**src/rtl/sc_fifo_pkg.sv**
```systemverilog
// Shared definitions for the single-clock FIFO and its width down-converter:
// state encodings, a constant clog2 and the RATIO/IDW legality check.
`ifndef SC_FIFO_PKG_SV
`define SC_FIFO_PKG_SV

// True when RATIO is a power of two of at least 2 and divides IDW evenly.
`define SC_FIFO_DNCONV_LEGAL(iw, r) \
  (((r) >= 32'sd2) && ((((r) & ((r) - 32'sd1))) == 32'sd0) && (((iw) % (r)) == 32'sd0))

package sc_fifo_pkg;

  // Converter state: IDLE holds nothing, SHIFT holds a word being sliced.
  typedef enum logic {
    IDLE  = 1'b0,
    SHIFT = 1'b1
  } state_t;

  // Ceiling log2 for elaboration-time width derivation.
  function automatic int sc_clog2(input int value);
    int res;
    int v;
    res = 32'sd0;
    v   = value - 32'sd1;
    while (v > 32'sd0) begin
      res = res + 32'sd1;
      v   = v >>> 32'sd1;
    end
    return res;
  endfunction

endpackage

`endif

```
**src/rtl/sc_fifo_width_dnconv.sv**
```systemverilog
// Width down-converter behind a show-ahead single-clock FIFO. Each IDW-bit
// head word is popped once and emitted as RATIO narrow slices, LSB slice
// first, on a valid/ready stream. A new word is popped in the same cycle the
// last slice of the previous one transfers, so slices flow without bubbles.
module sc_fifo_width_dnconv
  import sc_fifo_pkg::*;
#(
  parameter int IDW   = 32,
  parameter int RATIO = 4,
  parameter int CNTW  = 16
) (
  input  logic                   clk,
  input  logic                   reset,
  input  logic [IDW-1:0]         fifo_dataout,
  input  logic                   fifo_empty,
  output logic                   fifo_rd_op,
  output logic [(IDW/RATIO)-1:0] out_data,
  output logic                   out_valid,
  input  logic                   out_ready,
  output logic                   out_last,
  input  logic                   flush,
  output logic                   busy,
  output logic [CNTW-1:0]        word_cnt
);

  localparam int ODW  = IDW / RATIO;
  localparam int IDXW = sc_clog2(RATIO);

  localparam logic [IDXW-1:0] LAST_IDX = IDXW'(RATIO - 32'sd1);
  localparam logic [IDXW-1:0] IDX_ZERO = IDXW'(32'd0);
  localparam logic [IDXW-1:0] IDX_ONE  = IDXW'(32'd1);
  localparam logic [CNTW-1:0] CNT_ZERO = CNTW'(32'd0);
  localparam logic [CNTW-1:0] CNT_ONE  = CNTW'(32'd1);
  localparam logic [CNTW-1:0] CNT_MAX  = {CNTW{1'b1}};

  // Refuse to elaborate with a ratio that cannot slice the word evenly.
  generate
    if (!`SC_FIFO_DNCONV_LEGAL(IDW, RATIO)) begin : g_illegal_params
      $error("sc_fifo_width_dnconv: RATIO must be a power of two >= 2 dividing IDW");
    end
  endgenerate

  state_t            state_r;
  logic [IDXW-1:0]   idx_r;
  logic [IDW-1:0]    hold_data_r;
  logic [CNTW-1:0]   word_cnt_r;

  logic              valid_s;
  logic              last_s;
  logic              xfer_s;
  logic              load_s;

  // Stream decode straight from the state registers.
  assign valid_s = (state_r == SHIFT);
  assign last_s  = valid_s & (idx_r == LAST_IDX);
  assign xfer_s  = valid_s & out_ready;

  // Pop only when the FIFO has data and the holding register is (or is about
  // to become) free; reset and flush both suppress the pop.
  assign load_s  = ~reset & ~flush & ~fifo_empty & (~valid_s | (xfer_s & last_s));

  assign fifo_rd_op = load_s;
  assign out_valid  = valid_s;
  assign busy       = valid_s;
  assign out_last   = last_s;
  assign out_data   = hold_data_r[idx_r * ODW +: ODW];
  assign word_cnt   = word_cnt_r;

  // Holding register, slice index, state and saturating word counter.
  always_ff @(posedge clk) begin
    if (reset) begin
      state_r     <= IDLE;
      idx_r       <= IDX_ZERO;
      hold_data_r <= {IDW{1'b0}};
      word_cnt_r  <= CNT_ZERO;
    end else if (flush) begin
      // Drop the held word; a coincident last-slice transfer is not counted.
      state_r <= IDLE;
      idx_r   <= IDX_ZERO;
    end else begin
      if (load_s) begin
        hold_data_r <= fifo_dataout;
        idx_r       <= IDX_ZERO;
        state_r     <= SHIFT;
      end else if (xfer_s && !last_s) begin
        idx_r <= idx_r + IDX_ONE;
      end else if (xfer_s && last_s) begin
        state_r <= IDLE;
      end

      if (xfer_s && last_s && (word_cnt_r != CNT_MAX)) begin
        word_cnt_r <= word_cnt_r + CNT_ONE;
      end
    end
  end

endmodule

```
**config.mk**
```make
export PLATFORM = sky130hd
export DESIGN_NAME = sc_fifo_width_dnconv
export DESIGN_NICKNAME = d
export VERILOG_FILES = /design/src/rtl/sc_fifo_pkg.sv /design/src/rtl/sc_fifo_width_dnconv.sv
export SDC_FILE = /design/constraint.sdc
export NUM_CORES = 1
export LEC_CHECK = 0
export BUFFER_PORTS_ARGS = -buffer_cell sky130_fd_sc_hd__buf_2
export CAP_MARGIN = 20
export CORE_MARGIN = 2
export CORE_UTILIZATION = 47
export DETAILED_ROUTE_END_ITERATION = 8
export PLACE_DENSITY = 0.76
export SLEW_MARGIN = 0
export SYNTH_ARGS = -nofsm -noshare
export SYNTH_HDL_FRONTEND = slang
export SYNTH_SLANG_ARGS = --single-unit
```
**constraint.sdc**
```tcl
create_clock -name clk -period 1.5 [get_ports clk]
set_input_delay 0.075 -clock clk [delete_from_list [all_inputs] [get_ports clk]]
set_output_delay 0.075 -clock clk [all_outputs]
set_load 0.005 [all_outputs]
```
==> metrics.cfg, run 1 <==
[status]
status = complete, but fails checks
violations = negative setup slack

[hold_path]
holdCritStartpoint = fifo_dataout[0]
min_path_type = input port to flop

[critical_path]
worstPathMaxFanout = 7
crit_family = simple AND/OR/NAND/NOR gates
start_kind = flop
arrival_ns = 1.94
rrSetupSlack_ns = -0.20
crit_chain = ha_4, buf_6, and4b_2, nand4_4, or4_4, a21oi_2
reg2reg_from = idx_r[0]
endpoint_kind = flop
worst_path_largest_cell_delay_ns = 0.44
critPathBufInv = 1
slowest_stage = or4_4
crit_type = flop to flop
crit_start = idx_r[0]
critical_path_required_ns = 1.73

[sta]
timing.slew.headroom_pct = 56.4
setup_violations = 58
finalCritPeriodShare_pct = 113
rsz0062_at_grt = yes
slew_viol_final = 0
timing.fmax_mhz = 588
tightest_slew_ns = 0.654
skew_ns = 0.0137
final.setup.worst_slack_ns = -0.202
min_period_ns = 1.70
final_hold_viol_count = 0

[power]
p_comb_share_pct = 9.9
leakage_nw = 1.48
ir_drop_v = 0.000543
switching_power_uw = 630
clock_power_share_pct = 41.0
seq_power_share_pct = 49.1
power_density_mw_per_mm2 = 772
p_int_mw = 2.22
p_total_mw = 2.85
sw_frac_of_total_pct = 22.1

[cells_and_area]
post-route-util_pct = 77.6
num_antenna_cells = 0
area_delta_synth_final_pct = 57.9
fin_nets = 426
drive_gt1_share_pct = 44.8

[logic_synthesis]
synth_area_per_cell_um2 = 8.92
syn_inst = 262
synthDominantCellAreaShare_pct = 43.7
yosysSeqAreaShare_pct = 43.7
synth_area_leaders = dfxtp_1 44%, nand2_1 11%, a21oi_1 9.4%
syn_area_mm2 = 0.00234
synth-seq-cells = 51
ys.warnings.count = 0
yosys.area.top_type = dfxtp_1
yosysUniqueCellTypes = 37
synth_nets = 301

[clock_tree]
root_buffer = clkbuf_8
clk_pin_slew_worst_paths_ns = 0.10
cts_tree = yes
cts-buffers-inserted = 5
clock_path_buffers = 2
clk_latency_ns = 0.31
h-tree-depth = 2
clock_sinks = 51

[global_routing]
grt_pass1_vias = 2271
antenna_found_initial = 0
grtUsageTotal_pct = 23.6
grt_max_degree = 52
grt_pass1_wl_um = 10000
grt_overflow = 0

[placed_design]
gp_congestion = 0.795
port_buffers = 64
hpwl_um = 3900
preCtsSetupSlack_ns = -0.156

[route]
firstDrtPassIters = 4
vias_per_cell = 5.50
drtIter0Drc = 156
routed_wirelength_um = 7080
num_vias = 2504
ant_nets = 0
wl_per_cell_um = 15.6
drc = 0

[floorplanning]
core_area_mm2 = 0.00475
fp.dieW_um = 74.5
start_util_pct = 49.1
die_y_um = 74.5
dieArea_mm2 = 0.00555
rows = 25
pin_count = 65

[flow_run]
max_cap_violations = 0

==> synthesized netlist by cell type <==
cell,n
a211oi_1,1
ha_1,2
and4b_1,1
xor2_1,1
nor4_4,1
nor4_1,2
a2111o_1,1
nand3_1,8
nand4_2,2
and4_1,3
and3_1,2
o21ai_0,1
and2_1,1
buf_8,1
mux4_2,8
nand3b_1,2
inv_2,1
buf_4,4
nand4_1,2
buf_2,2
nand4_4,1
buf_6,1
a21oi_2,4
dfxtp_1,51
clkbuf_1,9
nor2_1,1
a21oi_1,44
or4_1,13
mux2i_1,1
o31ai_1,12
nand4b_1,1
o41ai_1,1
inv_1,2
o21ai_1,2
or3_1,2
nand2_1,70
buf_1,1
==> kinds of logic after synthesis <==
group	after synthesis	share of synthesized area (%)
AND/OR/NAND/NOR	112	25.2
AO/OA/AOI/OAI	66	16.6
adder cells (fa/ha/maj)	2	1.07
buffers and inverters	21	4.93
XOR/XNOR	1	0.375
multiplexers	9	8.14
flip-flops	51	43.7
==> metrics by stage <==
stage	instance area [µm²]	hold WS, ns	TNS [ns]	instances
6_report	3690	0.0135	-6.37	455
5_1_grt	3690	0.00802	-9.67	455
4_1_cts	3490	-0.00411	-6.01	452
3_5_place_dp	2910	0.298	-4.04	405
3_3_place_gp	2910	0.289	-1.78	405
2_1_floorplan	2340	0.153	-0.0184	262
==> per-layer routing <==
layer  share of wire, %  GRT usage, %  wire (µm)  vias up
met5                  0             0          0        -
met4                2.0          12.3        145        0
met3                3.3          3.12        235       13
met2                 50          40.1       3520       67
met1                 45          29.2       3180     1223
li1                   -             -          -     1201
==> worst paths after layout <==
kind,endpoint,depth (start not counted)
min reg2reg,hold_data_r[27],2
max reg2reg,word_cnt[9],6
max,word_cnt[9],6
min,hold_data_r[0],3
==> worst register-to-register path: stages (launching register included) <==
cell     delay (ns)
dfxtp_2        0.38
ha_4           0.16
buf_6          0.10
and4b_2        0.29
nand4_4        0.13
or4_4          0.44
a21oi_2        0.13
==> power groups by stage <==
stage	Combinational (mW)	Sequential [mW]	Clock [mW]
final	0.282	1.40	1.17
after global routing	0.304	1.40	1.22
after CTS	0.249	1.40	1.18
after detailed placement	0.173	1.43	0
after global placement	0.171	1.43	0
after floorplan	0.0911	1.42	0
==> registers in the layout, indices dropped and copies added, names as in the netlist <==
register	flops
hold_data_r	32
idx_r	2
busy	1
word_cnt	16
==> repair_timing <==
item,in CTS,in global routing
buffers inserted,8,2
pin swaps,9,6
endpoints found under the hold margin,31,0
setup endpoints to repair,58,59
hold buffers,30,0
gates cloned,1,2
gates resized for setup,16,39
==> cells in the final DEF, fill, tap and decap left out, types with 8 or more instances in the layout <==
cell	Yosys	final
a21oi_1	44	29
a21oi_2	4	19
dfxtp_1	51	46
nand2_2	0	9
buf_2	2	63
nand2_1	70	61
mux4_2	8	8
dlygate4sd3_1	0	30
buf_4	4	30
o31ai_1	12	10
==> layout make-up <==
class,count,area [µm²]
Multi-Input combinational cell,190,1370
Fill cell,324,1070
Timing Repair Buffer,136,1060
Sequential cell,51,1030
Tap cell,67,83.8
Clock inverter,3,71.3
Clock buffer,5,68.8
Inverter,3,11.3
(Power assumes the default switching activity.)
==> run 2, diff against run 1 <==
--- a/config.mk
+++ b/config.mk
@@ -10,7 +10,8 @@
 export CORE_MARGIN = 2
 export CORE_UTILIZATION = 47
 export DETAILED_ROUTE_END_ITERATION = 8
-export PLACE_DENSITY = 0.76
+export PLACE_DENSITY_LB_ADDON = 0.15
+export REMOVE_ABC_BUFFERS = 1
 export SLEW_MARGIN = 0
 export SYNTH_ARGS = -nofsm -noshare
 export SYNTH_HDL_FRONTEND = slang
==> run 2 against run 1 <==
Against the previous run: the flow still finishes with violations (negative setup slack); first-iteration DRC count down 13%; final area decreased by 1.1%; clock power decreased by 28%; critical endpoint is now fifo_rd_op; largest cell class unchanged.
==> metrics.cfg, run 2 (synthesis results as in run 1) <==
[route]
vias_per_cell = 5.30  ; -3.7%
wl_per_cell_um = 14.2  ; -8.6%
ant_nets = 0  ; unchanged
drtIter0Drc = 135  ; -13%
num_vias = 2416  ; -3.5%
drc = 0  ; unchanged
routed_wirelength_um = 6480  ; -8.4%
firstDrtPassIters = 4  ; unchanged

[cells_and_area]
fin_nets = 427  ; +0.23%
largest_register = hold_data_r
largest_reg_flops = 32  ; unchanged
fin_cells = 456  ; +0.22%
n_fill_cell = 356  ; +9.9%
final_cell_mix = 68 x nand2_1, 63 x buf_2, 43 x dfxtp_1
num_antenna_cells = 0  ; unchanged
layout_commonest_cell = nand2_1
drive_gt1_share_pct = 46.5  ; +1.7 points
final_cell_area_mm2 = 0.00365  ; -1.1%
area_delta_synth_final_pct = 56.1

[power]
clock_power_share_pct = 34.1  ; -6.9 points
ir_drop_v = 0.000528  ; -2.7%
switching_power_uw = 593  ; -5.9%
power_density_mw_per_mm2 = 683  ; -12%
leakage_nw = 1.48  ; +0.38%
seq_power_share_pct = 56.1  ; +7.0 points
sw_frac_of_total_pct = 23.8  ; +1.7 points
p_comb_share_pct = 9.9  ; about the same
p_total_mw = 2.49  ; -13%
p_int_mw = 1.90  ; -14%

[floorplanning]
core_area_mm2 = 0.00475  ; unchanged
pin_count = 65  ; unchanged
die_y_um = 74.5  ; unchanged
rows = 25  ; unchanged
start_util_pct = 49.1  ; unchanged
dieArea_mm2 = 0.00555  ; unchanged
fp.dieW_um = 74.5  ; unchanged

[global_routing]
antenna_found_initial = 0  ; unchanged
grtUsageTotal_pct = 23.3  ; -0.33 points
grt_max_degree = 52  ; unchanged
grt_pass1_wl_um = 9970  ; -0.41%
grt_overflow = 0  ; unchanged
grt_pass1_vias = 2205  ; -2.9%

[clock_tree]
clk_latency_ns = 0.30  ; about the same
clock_path_buffers = 2  ; unchanged
h-tree-depth = 2  ; unchanged
root_buffer = clkbuf_8
cts_tree = yes
cts-buffers-inserted = 5  ; unchanged
clk_pin_slew_worst_paths_ns = 0.10  ; about the same
clock_sinks = 51  ; unchanged

[critical_path]
critPathBufInv = 3  ; +2
crit_type = flop to output pin
worstPathMaxFanout = 5  ; -2
crit_chain = ha_4, nand2_2, a2111o_1, inv_2, buf_12, buf_6
critical_path_required_ns = 1.42  ; -0.31 ns
endpoint_kind = output pin
worst_path_largest_cell_delay_ns = 0.39  ; -0.05 ns
crit_family = compound AO/OA/AOI/OAI gates
arrival_ns = 1.57  ; -0.37 ns
slowest_stage = a2111o_1
start_kind = flop

[sta]
rsz0062_at_grt = yes
timing.fmax_mhz = 610  ; +3.7%
finalCritPeriodShare_pct = 109  ; -4.1 points
final_hold_viol_count = 0  ; unchanged
skew_ns = 0.00405  ; -0.00964 ns
setup_violations = 58  ; unchanged
timing.slew.headroom_pct = 59.9  ; +3.5 points
min_period_ns = 1.64  ; -0.0612 ns
tightest_slew_ns = 0.602  ; -0.0520 ns
final.setup.worst_slack_ns = -0.140  ; +0.0612 ns
slew_viol_final = 0  ; unchanged
hold_ws_ns = 0.00337  ; -0.0101 ns

[placed_design]
hpwl_um = 3860  ; -0.90%
placed_cell_area_mm2 = 0.00292  ; +0.39%
gp_congestion = 0.764  ; -4.0%
port_buffers = 64  ; unchanged
placed_cells = 411  ; +1.5%

[status]
status = complete, but fails checks
violations = negative setup slack

[hold_path]
min_path_type = input port to flop

[flow_run]
max_cap_violations = 0  ; unchanged

==> run 2: cell count changes in the layout (fill, tap and decap cells not counted), sizes merged <==
cell,previous run,this run
inv,4,3
clkinvlp,0,1
buf,104,114
dlygate4sd3,30,22
bufinv,2,0
clkinv,0,1
==> run 2: tightest hold or removal path, delay by kind of cell <==
family	cells	cell delay, ns
buffers and inverters	1	0.10
AO/OA/AOI/OAI	1	0.05
AND/OR/NAND/NOR	1	0.04
==> run 2: area by class of cell <==
cell class              instances  area [µm²]  area share (%)
well taps                      67        83.8            2.30
inverters                       3        11.3           0.309
clock buffers                   6        82.6            2.26
clock inverters                 2        16.3           0.446
multi-input cells             190        1370            37.6
flip-flops and latches         51        1030            28.3
repair buffers                137        1050            28.7
==> run 2: worst paths after layout <==
| kind | from | to | slack [ns] | cells after the start |
|---|---|---|---|---|
| hold / removal | fifo_dataout[30] | hold_data_r[30] | 0.003 | 3 |
| setup reg to reg | idx_r[0] | word_cnt[4] | -0.13 | 5 |
| setup / recovery | idx_r[0] | fifo_rd_op | -0.14 | 6 |
| hold reg to reg | hold_data_r[25] | hold_data_r[25] | 0.46 | 2 |
==> run 2: metal layers <==
layer  vias up  share of wire [%]  track usage (%)
met3        11                4.6             4.61
met2        53                 48             39.0
li1       1208                  -                -
met1      1144                 45             30.3
met4         0                1.6             7.54
met5         -                  0                0
==> run 2: power by group through the flow <==
stage	Sequential [mW]	Clock, mW	Combinational (mW)
floorplan	1.43	0	0.0620
global placement	1.43	0	0.170
detailed placement	1.43	0	0.171
CTS	1.40	0.874	0.233
global route	1.40	0.906	0.269
finish	1.40	0.848	0.246
==> run 2: through the flow <==
stage | setup TNS (ns) | setup WS [ns] | utilization, %
after floorplan | -38.28 | -0.888 | -
after global placement | -3.12 | -0.0882 | 61.4
after detailed placement | -4.89 | -0.156 | 61.4
after CTS | -3.42 | -0.124 | 72.9
after global routing | -8.29 | -0.198 | 76.7
final | -4.55 | -0.140 | 76.7
==> run 2: repair_timing <==
action                                  in CTS  in global routing
pin swaps                                   23                  4
endpoints found under the setup margin      59                 59
cloned                                       2                  1
hold buffers                                22                  0
hold endpoints to repair                    23                  0
buffers inserted                            10                  3
resized for setup                           36                 31
